[src/rtl/opendap_sw_dp_regs.sv]
// SW-DP register file and AP access launcher behind the serial link layer.
// Define OPENDAP_DP_PWRUP_SYNC_EN to pass the power-up acks through 2-flop synchronisers.
module opendap_sw_dp_regs #(
  parameter logic [31:0] DPIDR  = 32'h4ba02477,
  parameter logic [31:0] DLPIDR = 32'h00000001
) (
  input  logic        swclk,
  input  logic        rst_n,
  input  logic [1:0]  bus_addr,
  input  logic        bus_ap_ndp,
  input  logic        bus_r_nw,
  input  logic [31:0] bus_wdata,
  input  logic        bus_wen,
  input  logic        bus_ren,
  output logic [31:0] bus_rdata,
  input  logic [31:0] targetid,
  input  logic        dp_set_wdataerr,
  input  logic        dp_set_stickyorun,
  output logic        dp_orundetect,
  output logic        dp_any_sticky_err,
  output logic        dp_acc_protocol_err,
  output logic        ap_rdy,
  output logic        ap_req,
  output logic        ap_wen,
  output logic [7:0]  ap_sel,
  output logic [5:0]  ap_addr,
  output logic [31:0] ap_wdata,
  input  logic [31:0] ap_rdata,
  input  logic        ap_ack,
  input  logic        ap_err,
  output logic        ap_abort,
  output logic        cdbgpwrupreq,
  output logic        csyspwrupreq,
  input  logic        cdbgpwrupack,
  input  logic        csyspwrupack
);

  logic [7:0]  apsel_q, apsel_d;
  logic [3:0]  apbanksel_q, apbanksel_d;
  logic [3:0]  dpbanksel_q, dpbanksel_d;
  logic        orundetect_q, orundetect_d;
  logic        stickyorun_q, stickyorun_d;
  logic        stickycmp_q, stickycmp_d;
  logic        stickyerr_q, stickyerr_d;
  logic        wdataerr_q, wdataerr_d;
  logic        cdbgreq_q, cdbgreq_d;
  logic        csysreq_q, csysreq_d;
  logic [31:0] rdbuff_q, rdbuff_d;
  logic [31:0] bus_rdata_q, bus_rdata_d;
  logic        ap_req_q, ap_req_d;
  logic        ap_wen_q, ap_wen_d;
  logic [7:0]  ap_sel_q, ap_sel_d;
  logic [5:0]  ap_addr_q, ap_addr_d;
  logic [31:0] ap_wdata_q, ap_wdata_d;
  logic        ap_abort_q, ap_abort_d;

  logic        cdbg_ack, csys_ack;
  logic        dp_rd, dp_wr, ap_rd, ap_wr, abort_wr, ack_ok;
  logic [31:0] ctrl_stat;

`ifdef OPENDAP_DP_PWRUP_SYNC_EN
  logic [1:0] cdbg_sync_q, cdbg_sync_d;
  logic [1:0] csys_sync_q, csys_sync_d;

  always_comb begin
    cdbg_sync_d = {cdbg_sync_q[0], cdbgpwrupack};
    csys_sync_d = {csys_sync_q[0], csyspwrupack};
  end

  always_ff @(posedge swclk or negedge rst_n) begin
    if (!rst_n) begin
      cdbg_sync_q <= 2'b00;
      csys_sync_q <= 2'b00;
    end else begin
      cdbg_sync_q <= cdbg_sync_d;
      csys_sync_q <= csys_sync_d;
    end
  end

  assign cdbg_ack = cdbg_sync_q[1];
  assign csys_ack = csys_sync_q[1];
`else
  assign cdbg_ack = cdbgpwrupack;
  assign csys_ack = csyspwrupack;
`endif

  assign ctrl_stat = {csys_ack, csysreq_q, cdbg_ack, cdbgreq_q, 20'h0,
                      wdataerr_q, 1'b0, stickyerr_q, stickycmp_q, 2'b00,
                      stickyorun_q, orundetect_q};

  // Illegal DP bank select is a pure decode of the access and SELECT.
  assign dp_acc_protocol_err = bus_ren & ~bus_ap_ndp & (bus_addr == 2'd1) &
                               (dpbanksel_q > 4'd4);

  always_comb begin
    dp_rd    = bus_ren & bus_r_nw & ~bus_ap_ndp;
    dp_wr    = bus_wen & ~bus_ap_ndp;
    ap_rd    = bus_ren & bus_r_nw & bus_ap_ndp;
    ap_wr    = bus_wen & bus_ap_ndp;
    abort_wr = dp_wr & (bus_addr == 2'd0);
    ap_abort_d = abort_wr & bus_wdata[0];
    // An ack landing in the same cycle as DAPABORT belongs to the aborted transfer.
    ack_ok   = ap_req_q & ap_ack & ~ap_abort_d;

    apsel_d      = apsel_q;
    apbanksel_d  = apbanksel_q;
    dpbanksel_d  = dpbanksel_q;
    orundetect_d = orundetect_q;
    cdbgreq_d    = cdbgreq_q;
    csysreq_d    = csysreq_q;
    rdbuff_d     = rdbuff_q;
    bus_rdata_d  = bus_rdata_q;
    ap_req_d     = ap_req_q;
    ap_wen_d     = ap_wen_q;
    ap_sel_d     = ap_sel_q;
    ap_addr_d    = ap_addr_q;
    ap_wdata_d   = ap_wdata_q;

    // Set has priority over an ABORT clear in the same cycle.
    stickycmp_d  = stickycmp_q & ~(abort_wr & bus_wdata[1]);
    stickyerr_d  = (stickyerr_q & ~(abort_wr & bus_wdata[2])) | (ack_ok & ap_err);
    wdataerr_d   = (wdataerr_q & ~(abort_wr & bus_wdata[3])) | dp_set_wdataerr;
    stickyorun_d = (stickyorun_q & ~(abort_wr & bus_wdata[4])) | dp_set_stickyorun;

    if (dp_wr && bus_addr == 2'd1 && dpbanksel_q == 4'd0) begin
      orundetect_d = bus_wdata[0];
      cdbgreq_d    = bus_wdata[28];
      csysreq_d    = bus_wdata[30];
    end
    if (dp_wr && bus_addr == 2'd2) begin
      apsel_d     = bus_wdata[31:24];
      apbanksel_d = bus_wdata[7:4];
      dpbanksel_d = bus_wdata[3:0];
    end

    if (dp_rd) begin
      case (bus_addr)
        2'd0: bus_rdata_d = DPIDR;
        2'd1: begin
          case (dpbanksel_q)
            4'd0:    bus_rdata_d = ctrl_stat;
            4'd2:    bus_rdata_d = targetid;
            4'd3:    bus_rdata_d = DLPIDR;
            4'd4:    bus_rdata_d = 32'h00000001;
            default: bus_rdata_d = 32'h0;
          endcase
        end
        2'd3:    bus_rdata_d = rdbuff_q;
        default: bus_rdata_d = bus_rdata_q;
      endcase
    end else if (ap_rd) begin
      bus_rdata_d = rdbuff_q;
    end

    if (ack_ok) begin
      ap_req_d = 1'b0;
      if (!ap_wen_q) rdbuff_d = ap_rdata;
    end
    if (ap_rd || ap_wr) begin
      ap_req_d   = 1'b1;
      ap_wen_d   = ap_wr;
      ap_sel_d   = apsel_q;
      ap_addr_d  = {apbanksel_q, bus_addr};
      ap_wdata_d = bus_wdata;
    end
    if (ap_abort_d) ap_req_d = 1'b0;
  end

  always_ff @(posedge swclk or negedge rst_n) begin
    if (!rst_n) begin
      apsel_q      <= '0;
      apbanksel_q  <= '0;
      dpbanksel_q  <= '0;
      orundetect_q <= 1'b0;
      stickyorun_q <= 1'b0;
      stickycmp_q  <= 1'b0;
      stickyerr_q  <= 1'b0;
      wdataerr_q   <= 1'b0;
      cdbgreq_q    <= 1'b0;
      csysreq_q    <= 1'b0;
      rdbuff_q     <= '0;
      bus_rdata_q  <= '0;
      ap_req_q     <= 1'b0;
      ap_wen_q     <= 1'b0;
      ap_sel_q     <= '0;
      ap_addr_q    <= '0;
      ap_wdata_q   <= '0;
      ap_abort_q   <= 1'b0;
    end else begin
      apsel_q      <= apsel_d;
      apbanksel_q  <= apbanksel_d;
      dpbanksel_q  <= dpbanksel_d;
      orundetect_q <= orundetect_d;
      stickyorun_q <= stickyorun_d;
      stickycmp_q  <= stickycmp_d;
      stickyerr_q  <= stickyerr_d;
      wdataerr_q   <= wdataerr_d;
      cdbgreq_q    <= cdbgreq_d;
      csysreq_q    <= csysreq_d;
      rdbuff_q     <= rdbuff_d;
      bus_rdata_q  <= bus_rdata_d;
      ap_req_q     <= ap_req_d;
      ap_wen_q     <= ap_wen_d;
      ap_sel_q     <= ap_sel_d;
      ap_addr_q    <= ap_addr_d;
      ap_wdata_q   <= ap_wdata_d;
      ap_abort_q   <= ap_abort_d;
    end
  end

  assign bus_rdata         = bus_rdata_q;
  assign dp_orundetect     = orundetect_q;
  assign dp_any_sticky_err = stickyorun_q | stickycmp_q | stickyerr_q | wdataerr_q;
  assign ap_rdy            = ~ap_req_q;
  assign ap_req            = ap_req_q;
  assign ap_wen            = ap_wen_q;
  assign ap_sel            = ap_sel_q;
  assign ap_addr           = ap_addr_q;
  assign ap_wdata          = ap_wdata_q;
  assign ap_abort          = ap_abort_q;
  assign cdbgpwrupreq      = cdbgreq_q;
  assign csyspwrupreq      = csysreq_q;

endmodule

[config.mk]
export PLATFORM = sky130hd
export DESIGN_NAME = opendap_sw_dp_regs
export DESIGN_NICKNAME = d
export VERILOG_FILES = /design/src/rtl/opendap_sw_dp_regs.sv
export SDC_FILE = /design/constraint.sdc
export NUM_CORES = 1
export LEC_CHECK = 0
export ABC_AREA = 1
export CORE_MARGIN = 4
export CORE_UTILIZATION = 46
export DETAILED_ROUTE_END_ITERATION = 16
export GPL_ROUTABILITY_DRIVEN = 0
export PLACE_DENSITY = 0.91
export SLEW_MARGIN = 20
export SYNTH_ARGS = -nofsm -noshare
export SYNTH_HDL_FRONTEND = slang
export SYNTH_SLANG_ARGS = --single-unit
[constraint.sdc]
create_clock -name swclk -period 1.6 [get_ports swclk]
set_input_delay 0.32 -clock swclk [delete_from_list [all_inputs] [get_ports swclk]]
set_output_delay 0.32 -clock swclk [all_outputs]
set_load 0.005 [all_outputs]
# == Word-level counts from Yosys, hierarchy flattened ==
# Cells that the tools add are included.
# word_totals
output_inout_bits,87
ff_bits,136
input_bits,110
# op_classes
reduce_logical,11
eq_ne,7
n_lt_le_gt_ge,1
n_mux,7
bitwise_logic,35
# ops
cell,count
$pmux W32 S3,2
$mux W32,2
$and A1 B1 Y1,21
$eq A4 B2 Y1 const B,2
$not A1 Y1,8
$or A1 B1 Y1,6
$eq A2 B2 Y1 const B,2
$eq A4 B3 Y1 const B,1
$gt A4 B3 Y1 const B,1
$logic_not A4 Y1,1
$ne A4 B1 Y1 const B,1
$reduce_and A2 Y1,2
$logic_and A1 B1 Y1,3
$mux W1,3
$reduce_bool A3 Y1,1
$eq A2 B1 Y1 const B,1
$logic_not A2 Y1,1
$reduce_bool A2 Y1,1
$reduce_or A2 Y1,1
$logic_or A1 B1 Y1,1

# == Depth between registers and ports, before layout ==
# logic_depth
depth_word,9
ltp_mapped,11
ltp_nobuf,10

# == Least setup slack after synthesis ==
# No wires, ideal clock.
# synth_path
path_kind,in2out
start,input port bus_addr[1]
end,output port dp_acc_protocol_err
arrival_time_ns,1.190
path_slack_ns,0.090
path_stages,6
t_required_ns,1.280
path_cell_list,inv_1 ha_1 buf_6 clkbuf_1 nand4_1 a21oi_1
# synth_between
elab_chain_cells,3
# synth_lines
item,line,rtl
from (decl),9,"input logic [1:0] bus_addr,"
$eq A2 B1 Y1,92,assign dp_acc_protocol_err = bus_ren & ~bus_ap_ndp & (bus_addr == 2'd1) &
$and A1 B1 Y1 (2 in a row),92,
to (decl),21,"output logic dp_acc_protocol_err,"
# Every way passes these cells.

# == Final worst setup path ==
# layout_path
start,register dpbanksel_q[2]
end,output port dp_acc_protocol_err
# layout_between
elab_chain_cells,2
# layout_lines
item,line,rtl
from (decl),40,"logic [3:0] dpbanksel_q, dpbanksel_d;"
from (signal assigned),192,dpbanksel_q <= dpbanksel_d;
$gt A4 B3 Y1,93,(dpbanksel_q > 4'd4);
$and A1 B1 Y1,92,
# Every way passes these cells.

==> results.ini <==
[clock_tree]
clock_tree.buffer_depth=2
numClockSinks=136
h_tree_lvl_count=4
clock_tree.root_cell=clkbuf_16
cts_inserted_buffers=17
clkSlewWorstSetupHoldPaths_ns=0.06
insertion_delay_ns=0.42
cts_tree=yes

[finish]
final_net_count=1054
multiInputGateArea_sq_mm=0.00223
antenna_cells_inserted=0
mostFrequentLayoutCell=nand2_1
drive_above_1_share_pct=11.9
layout.area.seq_sq_mm=0.00340
area_growth_syn_to_layout_pct=50.7
layout.filler_cells=941
count_of_placed_standard_cells_in_the_final_layout_fillers_left_out=1125
mostFrequentLayoutCells=nand2_1 (250), dfrtp_1 (136), clkdlybuf4s50_1 (106)

[setup_path]
cpLargestDelayFamily=flip-flops
critical_path.cell_chain=inv_2 -> nand2_2 -> nand4_1 -> a21oi_1 -> buf_2
critPathArrivalTime_ns=1.31
cp_num_cells=5
startpoint_type=register
critical_path_buf_inv_count=2
critical_path_class=register to output port
end_kind=output port
worst-r2r-cell-count=7
timing.critical_path.slowest_cell_delay_ns=0.37
slowest_stage=dfrtp_1
critPathMaxFanout=2
worstPathRequired_ns=1.28

[floorplanning]
core_area_sq_mm=0.0127
ioPinCount=197
floorplan.die_area_sq_mm=0.0150
initial_utilization_pct=47.3
floorplan.rows=41
x_dimension_of_the_die_um=122
dieHeight_um=122

[placed_design]
place_inst=1080
portBuffers=196
post-dp-hpwl_um=13300
pre_cts_setup_slack_ns=-0.582

[job]
drv.max_cap_violation_count=0

[drt]
via_count_of_the_routed_design=5800
postRouteAntennaNets=0
post_detailed_route_wirelength_per_cell_um=16.8
post_detailed_routing_wire_length_um=18900
first_pass_drt_iterations=5
detailedRoute.firstIterationViolations=522
avgViaCountPerCell=5.16
route.detailed.drc=0

[logic_synthesis]
synthCells=707
postSynthRegisterBits=136
netlist_area_sq_mm=0.00602
synth_fp_nets=821
avgSynthCellArea_sq_um=8.51
sequential_to_total_area_share_from_yosys_stat_pct=56.5
synth.yosys.warnings=0
post_synth_num_cell_types=25

[sta]
fin_worst_hold_slack_ns=0.344
fmaxAchievable_mhz=612
finalSetupTns_ns=-0.0330
max_slew.worst_pin.slew_ns=0.276
timing_max_transition_violations_final=0
hold_viol_final=0
layout_worst_path_cycle_share_pct=102
report.final.setup_viol=1
unrepaired_setup_endpoints_after_global_routing=true
min_period_ns=1.63
final.setup_skew_ns=0.00946
final_setup_margin_ns=-0.0330
maxSlewHeadroom_pct=81.6

[worst_hold_path]
worst_hold_path_type=input port to async pin

[grt]
grt_pass1_wl_um=29400
grt_start_max_net_pins=46
antenna_found_initial=0
remaining_global_route_overflow=0
grtUsageTotal_pct=25.5
first_global_vias=5832

[outcome]
status=finished with violations
failed_checks=negative setup slack

[power_and_ir_drop]
leak_pwr_nw=4.68
post-layout-total-power_mw=11.0
ir_worst_vdd_mv=0.798
pwr_density_cell_mw_per_mm2=1210

per-layer routing:
metal,vias to the layer above,share of wire (%),global-route usage (%)
li1,2728,-,-
met1,2752,40,31.2
met2,254,48,41.8
met3,66,6.9,6.22
met4,0,5.1,13.6
met5,-,0,0
through the flow:
step | util (%) | instance area (sq um)
4_1_cts | 70.7 | 8990
6_report | 71.3 | 9070
3_5_place_dp | 66.3 | 8430
2_1_floorplan | - | 6020
3_3_place_gp | 66.3 | 8430
5_1_grt | 71.3 | 9070
cell type report:
class	count	share of cell area [%]
flip-flops and latches	136	37.5
repair buffers	250	27.5
multi-input cells	492	24.6
clock buffers	25	5.46
well taps	172	2.37
inverters	43	1.86
clock inverters	7	0.745
where the power goes:
group | internal, mW | switching (mW)
registers | 4.18 | 0.431
clock network | 2.29 | 1.41
logic | 1.33 | 1.31
Yosys cell counts, drive strengths merged:
cell type / instances / share of area [%]
clkinv: 1 / 0.062
nor4: 1 / 0.35
o21bai: 2 / 0.25
nor2: 51 / 3.6
clkbuf: 7 / 0.44
dfrtp: 136 / 57
nand4: 1 / 0.10
a21oi: 62 / 5.2
ha: 4 / 0.83
nor3: 2 / 0.54
nand2: 258 / 17
o21ai: 52 / 4.4
inv: 42 / 2.7
buf: 29 / 3.5
nand3: 59 / 5.1
path summary, 6_finish.rpt:
kind / end / from / slack, ns
worst max register to register: dp_orundetect$_DFFE_PN0P_ / dpbanksel_q[2]$_DFFE_PN0P_ / 0.13
min in group swclk: ap_wdata[13]$_DFFE_PN0P_ / bus_wdata[13] / 0.44
worst min register to register: ap_addr[5]$_DFFE_PN0P_ / ap_addr[5]$_DFFE_PN0P_ / 0.46
max in group asynchronous: bus_rdata[24]$_DFFE_PN0P_ / rst_n / 0.73
worst min-delay path: ap_wdata[4]$_DFFE_PN0P_ / rst_n / 0.34
worst max-delay path: dp_acc_protocol_err / dpbanksel_q[2]$_DFFE_PN0P_ / -0.03
registers in the layout, summed over array words and instances, names as in the netlist:
register       cells
rdbuff_q          32
ap_sel             8
dpbanksel_q        4
cdbgpwrupreq       1
csyspwrupreq       1
bus_rdata         32
stickycmp_q        1
ap_addr            6
wdataerr_q         1
stickyerr_q        1
ap_abort           1
ap_wen             1
ap_req             1
stickyorun_q       1
ap_wdata          32
apbanksel_q        4
dp_orundetect      1
apsel_q            8
what timing repair did:
action                                  in CTS  in global routing
gates resized for setup                     77                 26
setup buffers                                8                  4
hold buffers                                 1                  0
endpoints found under the hold margin       22                  0
endpoints found under the setup margin     133                 32
pin swaps                                    2                  2
worst reg2reg max path, cell delays in order (launching register included):
cell and delay, ns:
dfrtp_1 0.40, buf_4 0.16, nor2_4 0.16, nand2_2 0.14
nor4_4 0.16, buf_4 0.18, nor2_1 0.04, a21oi_1 0.15
kinds of logic (layout without fill, tap and decap cells):
logic type | after synthesis | in the layout | synth area share (%)
flops | 136 | 136 | 56.5
simple gates | 372 | 372 | 26.2
compound gates | 116 | 116 | 9.79
buf+inv | 79 | 325 | 6.67
fa+ha+maj | 4 | 4 | 0.831
No activity file was read; power rests on OpenSTA's default activity.
